==> src/rtl/fetch_stage.sv <==
// Instruction fetch: PC, imem valid/ack request FSM and IF/ID register with one-entry skid.
// Optional macro FETCH_JUMP_PREDECODE_EN: J words redirect the PC at ack time (no jump bubble).
module fetch_stage #(
   parameter logic [31:0] RESET_PC = 32'h0000_0000
) (
   input  logic        clk,
   input  logic        rst_n,
   input  logic        stall,
   input  logic        flush,
   input  logic        jump_valid,
   input  logic [25:0] jump_address,
   input  logic        branch_valid,
   input  logic [31:0] branch_target,
   output logic        imem_req,
   output logic [31:0] imem_addr,
   input  logic        imem_ack,
   input  logic [31:0] imem_rdata,
   output logic [31:0] inscode,
   output logic [31:0] pc_out,
   output logic        inscode_valid
);

   typedef enum logic [1:0] {
      ST_IDLE  = 2'd0,
      ST_FETCH = 2'd1,
      ST_DRAIN = 2'd2,
      ST_HOLD  = 2'd3
   } state_t;

   state_t      state_q;
   logic [31:0] pc_q;
   logic [31:0] addr_q;
   logic        req_q;
   logic [31:0] ins_q;
   logic [31:0] pco_q;
   logic        valid_q;
   logic [31:0] skid_q;
   logic [31:0] skid_pc_q;

   logic        redirect_s;
   logic        jump_take_s;
   logic        predec_s;
   logic        accept_s;
   logic        if_free_s;
   logic [31:0] target_s;
   logic [31:0] pc_next_s;
   logic [31:0] pco_plus4_s;
   logic [31:0] fpc_plus4_s;
   logic        unused_s;

`ifdef FETCH_JUMP_PREDECODE_EN
   logic        jpre_q;

   // A decode-side jump for a word already redirected at ack time must not redirect again.
   assign jump_take_s = jump_valid && !jpre_q;
   assign predec_s    = (imem_rdata[31:26] == 6'b000010);
`else
   assign jump_take_s = jump_valid;
   assign predec_s    = 1'b0;
`endif

   assign unused_s = ^{branch_target[1:0], pco_plus4_s[27:0]};

   // Redirect target selection and next fetch PC.
   always_comb begin
      pco_plus4_s = pco_q + 32'd4;
      fpc_plus4_s = pc_q + 32'd4;
      if_free_s   = !valid_q || !stall;
      if (branch_valid) begin
         redirect_s = 1'b1;
         target_s   = {branch_target[31:2], 2'b00};
      end else if (jump_take_s) begin
         redirect_s = 1'b1;
         target_s   = {pco_plus4_s[31:28], jump_address, 2'b00};
      end else begin
         redirect_s = 1'b0;
         target_s   = pc_q;
      end
      accept_s = (state_q == ST_FETCH) && imem_ack && !redirect_s && !flush;
      if (redirect_s) begin
         pc_next_s = target_s;
      end else if (accept_s && predec_s) begin
         pc_next_s = {fpc_plus4_s[31:28], imem_rdata[25:0], 2'b00};
      end else if (accept_s) begin
         pc_next_s = fpc_plus4_s;
      end else begin
         pc_next_s = pc_q;
      end
   end

   // Fetch FSM: PC, request handshake and skid capture.
   always_ff @(posedge clk or negedge rst_n) begin
      if (!rst_n) begin
         state_q   <= ST_IDLE;
         pc_q      <= RESET_PC;
         addr_q    <= RESET_PC;
         req_q     <= 1'b0;
         skid_q    <= 32'h0;
         skid_pc_q <= RESET_PC;
      end else begin
         pc_q <= pc_next_s;
         case (state_q)
            ST_IDLE: begin
               state_q <= ST_FETCH;
               req_q   <= 1'b1;
               addr_q  <= pc_next_s;
            end
            ST_FETCH: begin
               if (imem_ack) begin
                  if (accept_s && !if_free_s) begin
                     state_q   <= ST_HOLD;
                     req_q     <= 1'b0;
                     skid_q    <= imem_rdata;
                     skid_pc_q <= addr_q;
                  end else begin
                     state_q <= ST_FETCH;
                     req_q   <= 1'b1;
                     addr_q  <= pc_next_s;
                  end
               end else if (redirect_s) begin
                  // Address stays put until the stale request is acked.
                  state_q <= ST_DRAIN;
               end else begin
                  state_q <= ST_FETCH;
               end
            end
            ST_DRAIN: begin
               if (imem_ack) begin
                  state_q <= ST_FETCH;
                  req_q   <= 1'b1;
                  addr_q  <= pc_next_s;
               end else begin
                  state_q <= ST_DRAIN;
               end
            end
            ST_HOLD: begin
               if (redirect_s || flush || !stall) begin
                  state_q <= ST_FETCH;
                  req_q   <= 1'b1;
                  addr_q  <= pc_next_s;
               end else begin
                  state_q <= ST_HOLD;
               end
            end
            default: begin
               state_q <= ST_IDLE;
               req_q   <= 1'b0;
            end
         endcase
      end
   end

   // IF/ID pipeline register.
   always_ff @(posedge clk or negedge rst_n) begin
      if (!rst_n) begin
         ins_q   <= 32'h0;
         pco_q   <= RESET_PC;
         valid_q <= 1'b0;
      end else if (flush) begin
         ins_q   <= 32'h0;
         valid_q <= 1'b0;
      end else if (redirect_s) begin
         valid_q <= 1'b0;
      end else if (accept_s && if_free_s) begin
         ins_q   <= imem_rdata;
         pco_q   <= addr_q;
         valid_q <= 1'b1;
      end else if ((state_q == ST_HOLD) && !stall) begin
         ins_q   <= skid_q;
         pco_q   <= skid_pc_q;
         valid_q <= 1'b1;
      end else if (!stall) begin
         valid_q <= 1'b0;
      end else begin
         valid_q <= valid_q;
      end
   end

`ifdef FETCH_JUMP_PREDECODE_EN
   // Remembers that the J word now heading to decode has already redirected the PC.
   always_ff @(posedge clk or negedge rst_n) begin
      if (!rst_n) begin
         jpre_q <= 1'b0;
      end else if (branch_valid || flush) begin
         jpre_q <= 1'b0;
      end else if (accept_s && predec_s) begin
         jpre_q <= 1'b1;
      end else if (jump_valid) begin
         jpre_q <= 1'b0;
      end else begin
         jpre_q <= jpre_q;
      end
   end
`endif

   assign imem_req      = req_q;
   assign imem_addr     = addr_q;
   assign inscode       = ins_q;
   assign pc_out        = pco_q;
   assign inscode_valid = valid_q;

endmodule
==> config.mk <==
export PLATFORM = sky130hd
export DESIGN_NAME = fetch_stage
export DESIGN_NICKNAME = d
export VERILOG_FILES = /design/src/rtl/fetch_stage.sv
export SDC_FILE = /design/constraint.sdc
export NUM_CORES = 1
export LEC_CHECK = 0
export CORE_ASPECT_RATIO = 1.1
export CORE_UTILIZATION = 30
export CTS_CLUSTER_SIZE = 24
export DETAILED_ROUTE_END_ITERATION = 12
export GPL_TIMING_DRIVEN = 0
export HOLD_SLACK_MARGIN = 0.12
export REMOVE_ABC_BUFFERS = 1
export SKIP_CTS_REPAIR_TIMING = 1
export SYNTH_ARGS = -nofsm -noshare
export SYNTH_HDL_FRONTEND = slang
export SYNTH_SLANG_ARGS = --single-unit
==> constraint.sdc <==
create_clock -name clk -period 3.1 [get_ports clk]
set_input_delay 0.775 -clock clk [delete_from_list [all_inputs] [get_ports clk]]
set_output_delay 0.775 -clock clk [all_outputs]
set_load 0.01 [all_outputs]
### Word-level counts from Yosys, hierarchy flattened

Index checks and enable logic that the tools add are counted.
Widths: inputs -> output; s select.

* register bits: 196
* input bits: 97

* add/subtract/negate cells: 2
* eq/ne operators: 9
* mux-type cells: 33
* bitwise operators: 2
* reductions and logical operators: 22

Operators by type and width (count)
* $mux 32: 14
* $pmux 32 s4: 1
* $add 32x3->32 const B: 2
* $mux 1: 11
* $mux 2: 5
* $ne 2x2->1 const B: 5
* $reduce_and 3->1: 3
* $pmux 2 s4: 1
* $logic_and 1x1->1: 6
* $logic_not 1->1: 5
* $ne 5x1->1 const B: 1
* $eq 2x2->1 const B: 2
* $pmux 1 s4: 1
* $reduce_and 4->1: 1
* $logic_or 1x1->1: 3
* $reduce_bool 3->1: 1
* $eq 2x1->1 const B: 1
* $logic_not 2->1: 1
* $not 1->1: 2
* $reduce_and 2->1: 1
* $reduce_bool 2->1: 1

### Logic depth before layout (Yosys ltp)

* depth in word-level cells: 10
* depth in mapped cells: 9
* mapped depth without buffers: 7

### Worst setup path after synthesis

Ideal clock, no wire load.

* path kind: input to register
* start: input branch_valid
* end: register addr_q[28] (netlist: imem_addr[28])
* setup time: 0.128 ns
* data arrival time: 2.809 ns
* required time: 2.972 ns
* slack: 0.164 ns
* cell stages on the path: 9
* buffers on the path: 3
* cell sequence: buf_2 or3_4 buf_6 or4_4 buf_6 nor4_4 xnor2_1 o221ai_2 mux2_1

* word-level cells in the longest chain between the ends: 9
* elaborated cells between the ends (all ways): 18

RTL lines
* from (decl): RTL line 12 `input logic branch_valid,`
* $mux 1: RTL line 69 `if (branch_valid) begin`
* $logic_not 1->1: RTL line 79 `accept_s = (state_q == ST_FETCH) && imem_ack && !redirect_s && !flush;`
* $logic_and 1x1->1 (2 in a row): RTL line 79
* $mux 32: RTL line 84 `end else if (accept_s) begin`
* $mux 32 *: RTL line 80 `if (redirect_s) begin`
* via pc_next_s[28]: RTL line 46 `logic [31:0] pc_next_s;`
* $mux 32: RTL line 110 `if (accept_s && !if_free_s) begin`
* $mux 32: RTL line 109 `if (imem_ack) begin`
* $pmux 32 s4 *: RTL line 102 `case (state_q)`
* to (signal assigned): RTL line 106 `addr_q <= pc_next_s;`
* to (signal assigned): RTL line 118 `addr_q <= pc_next_s;`
* to (signal assigned): RTL line 131 `addr_q <= pc_next_s;`
* to (decl): RTL line 32 `logic [31:0] addr_q;`

Mark *: on every way through the listed nets, which the timed path passes. The rest lies on a longest branch. The select of a mux whose other input is x is not followed.
A chain may end at the register's enable or synchronous reset.

### Final worst setup path

* start: input flush
* end: register skid_q[23]

* word-level cells in the longest chain between the ends: 4

RTL lines
* from (decl): RTL line 9 `input logic flush,`
* $logic_not 1->1: RTL line 79
* $logic_and 1x1->1: RTL line 79
* $logic_and 1x1->1: RTL line 110
* $reduce_and 3->1 (no source line)
* to (signal assigned): RTL line 113 `skid_q <= imem_rdata;`
* to (decl): RTL line 37 `logic [31:0] skid_q;`

No other way between the ends.

==> results.toml <==
[die]
die_w_um = 166
core_area_sq_mm = 0.0289
ioPinCount = 195
placementRows = 65
fp.dieArea_sq_mm = 0.0302
initial_core_util_pct = 30.7
dieHeight_um = 182

[setup_path]
crit_path_end_kind = "register"
max_stage_delay_ns = 0.52
worstPathMaxFanout = 11
worstReg2RegEnd = "imem_addr[29]$_DFFE_PN0P_"
cp-endpoint = "skid_q[23]$_DFFE_PN0P_"
crit_arrival_ns = 3.34
cpMostUsedCell = "buf_6"
cp-startpoint = "flush"
ff2ff_setup_slack_ns = 0.36
worst_setup_path_start_kind = "primary input"
timing.rr.start = "pc_q[8]$_DFF_PN0_"
critical_path.slowest_cell = "clkdlybuf4s50_1"
cp.required_ns = 3.41
crit_chain = "clkdlybuf4s50_1 -> or3_4 -> nor3_4 -> buf_6 -> buf_6 -> buf_6 -> buf_8 -> mux2_2"
reg2reg_depth = 6
critPathKind = "in -> reg"

[flow_run]
drv_cap = 0

[detailed_routing]
vias = 6385
firstDrtPassIters = 8
drt_iter0_drc = 330
wirelength_mm = 24.0
ant_nets = 0
wl_per_cell_um = 18.6
drc = 14
drt-vias-per-instance = 4.95

[global_routing]
first_global_vias = 6545
met3_usage_pct = 5.20
antenna_found_initial = 0
grt_most_used_layer = "met2"
overflow = 0
grt_pass1_wl_mm = 37.8
track_usage_pct = 16.2
gr-usage-met2_pct = 26.1
grt_max_degree = 113
use_met1_pct = 20.9

[timing]
fmax_mhz = 330
layout_setup_ws_ns = 0.0728
finalCriticalPeriod_ns = 3.03
period_share_pct = 97.7
slew-limit-headroom_pct = 25.2
setup_violations = 0
final.setup_skew_ns = 0.00973
rsz0062_at_grt = "false"
hold_ws_ns = 0.302
drv_slew = 0
hold_violations = 0
tightest_slew_ns = 1.12

[logic_synthesis]
synth_cell_types = 48
synth.cell_area_sq_mm = 0.00885
ys_ff_latch = 196
synthArstFlopShare_pct = 100
yosysSeqAreaShare_pct = 55.4
synth_warnings = 0
synth_cells = 721
synth_edf_count = 0
postSynthAreaPerCell_sq_um = 12.3
synth_flop_cell = "dfrtp_1"

[clocking]
ctsLongestPathBuffers = 2
cts_root_buffer = "clkbuf_16"
clk_pin_slew_ns = 0.07
tritoncts = "yes"
htreeDepth = 4
cts_buffers = 17
clock_latency_ns = 0.43
cts_sinks = 196

[final_layout]
area_delta_synth_final_pct = 34.8
num-nets-final = 1006
mostFrequentLayoutCells = "dfrtp_1, clkdlybuf4s50_1, mux2_2"
drive_gt1_share_pct = 18.3
num_antenna_cells = 0
nFillCells = 2773
multi_input_area_sq_mm = 0.00380
ff_latch_area_sq_mm = 0.00490
layout_commonest_cell = "dfrtp_1"

[placement]
port_buffers = 192
dp.final_hpwl_mm = 16.3
dp_slack_ns = -1.18
routabilityCongestion = 0.756

[status]
status = "finished with violations"
violations = "design-rule violations"

[power]
powerDensity_mw_per_mm2 = 570
power_leakage_uw = 0.00538
p_total_uw = 6810
peakVddDrop_mv = 0.271

[min_path]
min_path_type = "in -> async"
[sequential cells by signal, summed over array words and instances (netlist names)]
signal / count
inscode_valid: 1
imem_req: 1
imem_addr: 32
state_q: 2
inscode: 32
pc_out: 32
skid_pc_q: 32
skid_q: 32
pc_q: 32
[layout make-up]
cell class	count	share of cell area, %
Inverter	10	0.315
Multi-Input combinational cell	473	31.9
Clock inverter	12	0.829
Timing Repair Buffer	210	18.2
Sequential cell	196	41.1
Clock buffer	20	3.74
Tap cell	368	3.86
[per-layer routing]
layer  share of wire, %  wire [um]  up-vias
met5                  0          0        -
met4               0.95        227        0
met3                7.3       1740       16
met2                 46      11100      164
met1                 45      10900     3228
li1                   -          -     2977
[worst min-delay path by stage]
stage                     slack (ns)                        end              start  cells after the start
final                           0.30  skid_pc_q[30]$_DFFE_PN0P_              rst_n                      1
after global routing            0.36  skid_pc_q[30]$_DFFE_PN0P_              rst_n                      1
after CTS                       0.35  skid_pc_q[30]$_DFFE_PN0P_              rst_n                      1
after detailed placement        0.46          pc_q[1]$_DFF_PN0_  pc_q[1]$_DFF_PN0_                      1
after global placement          0.46          pc_q[0]$_DFF_PN0_  pc_q[0]$_DFF_PN0_                      1
after floorplan                 0.44          pc_q[0]$_DFF_PN0_  pc_q[0]$_DFF_PN0_                      1
[cell families (layout without fill, tap and decap cells)]
logic type                 Yosys count  in the layout  share of synthesized area [%]
AOI/OAI and AO/OA                  127            128                           10.2
xor gates and xnor gates            32             32                           3.17
adders and majority gates            1              1                          0.141
buffers and inverters               53            252                           2.70
DFF                                196            196                           55.4
muxes                              155            155                           18.8
and+or+nand+nor                    157            157                           9.63
[cells in the mapped netlist, drive strengths merged (2+ instances only)]
| cell type | instances | area [sq um] |
|---|---|---|
| clkbuf | 24 | 90.1 |
| o21ai | 24 | 154 |
| o31ai | 3 | 22.5 |
| o2bb2ai | 32 | 280 |
| or3 | 2 | 17.5 |
| and3 | 4 | 25.0 |
| nand3 | 15 | 75.1 |
| o221ai | 3 | 38.8 |
| inv | 10 | 37.5 |
| or4 | 4 | 37.5 |
| o22ai | 3 | 18.8 |
| a22oi | 17 | 128 |
| dfrtp | 196 | 4900 |
| nand3b | 2 | 15.0 |
| mux2i | 65 | 651 |
| xnor2 | 23 | 201 |
| nand2b | 4 | 25.0 |
| nand2 | 39 | 146 |
| a21oi | 39 | 199 |
| nor2 | 48 | 183 |
| and2 | 2 | 12.5 |
| buf | 19 | 111 |
| a31oi | 2 | 12.5 |
| mux2 | 90 | 1010 |
| nor3 | 10 | 50.1 |
| xor2 | 9 | 78.8 |
| nor3b | 2 | 15.0 |
| nand4 | 9 | 56.3 |
| nor4 | 14 | 179 |
[power breakdown]
group / internal [uW] / total, uW / switching [uW]
registers: 2880 / 3200 / 313
logic: 841 / 1510 / 669
clock network: 1070 / 2100 / 1030
total: 4790 / 6810 / 2010
[critical path: cells and delay by family]
family,cells,cell delay (ns)
buffers and inverters,5,1.28
AND/OR/NAND/NOR,2,0.93
multiplexers,1,0.34
[per-stage QoR]
stage | util, % | cells | cell area [sq um] | setup TNS, ns
after floorplan | - | 678 | 8650 | -552.02
after global placement | 38.2 | 1238 | 11000 | -3076.19
after detailed placement | 39.2 | 1255 | 11300 | -118.08
after CTS | 41.1 | 1287 | 11900 | -46.11
after global routing | 41.3 | 1289 | 11900 | 0
final | 41.3 | 1289 | 11900 | 0
Note: power is estimated with default switching activity, not from simulation.
==> edit, RTL diff (same flow settings) <==
The 4 states of `state_t` get a one-hot encoding in 4 bits.
--- a/src/rtl/fetch_stage.sv
+++ b/src/rtl/fetch_stage.sv
@@ -21,9 +21,9 @@
 );
 
-   typedef enum logic [1:0] {
-      ST_IDLE  = 2'd0,
-      ST_FETCH = 2'd1,
-      ST_DRAIN = 2'd2,
-      ST_HOLD  = 2'd3
+   typedef enum logic [3:0] {
+      ST_IDLE  = 4'b0001,
+      ST_FETCH = 4'b0010,
+      ST_DRAIN = 4'b0100,
+      ST_HOLD  = 4'b1000
    } state_t;
 
Check against the original RTL: same outputs for any inputs over 4 cycles, from zero or initial values and one cycle with rst_n low; so few cycles prove little.
==> edit against the original RTL <==
- maximum frequency up 0.14%
- sequential cell count up 2
- clock power rose by 6%
- total power grew 14%
- sequential share of layout area is 1.2 points lower
- register-to-register slack lost 0.10 ns
- via count up 10%
- cell area up 4.2%
- worst setup slack gained 0.0044 ns
- routed wire length rose by 11%
- area after synthesis up 3.3%
- critical endpoint is now imem_addr[1]$_DFFE_PN0P_
==> edit: results (changes against the original RTL) <==
Synthesis
  • Mux contribution to synthesized area: 16.8% (was 18.8%)
  • Synth top cells by count: dfrtp_1, mux2_2, nor2_1 (was dfrtp_1, mux2_2, mux2i_1)
  • Post-synthesis adder-cell area fraction: 0.137% (was 0.141%)
  • Top cells by area, synth: dfrtp_1, mux2_2, mux2i_1, o2bb2ai_1, nor2_1 (was dfrtp_1, mux2_2, mux2i_1, o2bb2ai_1, xnor2_1)
  • Yosys cell types: 59 (was 48)
  • Gate Count Post-Synth: 797 (was 721)
  • Compound-cell area share of the yosys netlist: 13.2% (was 10.2%)
  • Xor/xnor share of the synthesized area: 0.670% (was 3.17%)

Placement
  • DP Wirelength: 18.1 mm (was 16.3 mm)
  • Dpl ws: -1.77 ns (was -1.18 ns)
  • Area post-placement: 11700 um2 (was 11300 um2)

GRT
  • Tot GR Track Use: 16.9% (was 16.2%)
  • Largest net degree at the start of global routing: 102 (was 113)
  • Vias in the first global route: 6923 (was 6545)
  • Global-route wire length before repair: 40.3 mm (was 37.8 mm)

Timing
  • Hold slack final: 0.380 ns (was 0.302 ns)
  • Clk_skew: 0.0128 ns (was 0.00973 ns)

Setup path
  • R2r setup slk: 0.26 ns (was 0.36 ns)
  • Worst-path fanout max: 17 (was 11)

Layout
  • Fillcell total: 2833 (was 2773)
  • Fin cells: 1402 (was 1289)
  • Fin nets: 1079 (was 1006)

Routing
  • Vias: 7046 (was 6385)
  • Initial drt markers: 449 (was 330)
  • 1st-pass router iterations: 5 (was 8)
  • WL final: 26.6 mm (was 24.0 mm)

Pwr
  • Static Leak: 5.62 nW (was 5.38 nW)

Run status
  • Status: complete, no violations (was finished, violations left)
==> edit: area by class of cell <==
class | count | area [um2] | area share, %
sequential | 198 | 4960 | 39.9
multi-input combinational | 545 | 4060 | 32.7
timing repair buffer | 212 | 2280 | 18.4
tap | 408 | 510 | 4.11
clock buffer | 17 | 425 | 3.42
clock inverter | 15 | 161 | 1.30
inverter | 7 | 26.3 | 0.211
==> edit: power by group <==
group | switching [mW] | internal (mW) | leakage, nW | total (mW)
Clock | 1.14 | 1.08 | 0.281 | 2.22
Sequential | 0.396 | 2.94 | 2.62 | 3.33
Combinational | 1.01 | 1.20 | 2.72 | 2.20
==> edit: routing by layer <==
layer	routed length (um)	track usage, %	vias up	share of wire [%]
met4	205	3.45	0	0.77
met2	12300	27.2	191	46
met3	1180	3.35	14	4.5
met1	12900	23.4	3492	48
met5	0	0	-	0
li1	-	-	3349	-
==> edit: how the worst max path moves through the flow <==
stage            startpoint                        to  slack, ns  cells past startpoint
6_report           imem_ack  imem_addr[1]$_DFFE_PN0P_       0.08                      9
3_3_place_gp   branch_valid    pc_out[12]$_DFFE_PN0P_     -11.86                      6
5_1_grt            imem_ack  imem_addr[1]$_DFFE_PN0P_       0.01                      9
4_1_cts          jump_valid     pc_out[8]$_DFFE_PN0P_      -1.30                      7
3_5_place_dp     jump_valid    pc_out[12]$_DFFE_PN0P_      -1.77                      7
2_1_floorplan    jump_valid     pc_out[0]$_DFFE_PN0P_      -5.24                      4
==> edit: worst max-delay path, stage by stage <==
cell             delay, ns
clkdlybuf4s50_1       0.61
or4b_4                0.58
nor3_4                0.29
buf_8                 0.24
a211oi_4              0.07
buf_8                 0.19
buf_16                0.16
buf_8                 0.15
mux2_2                0.26
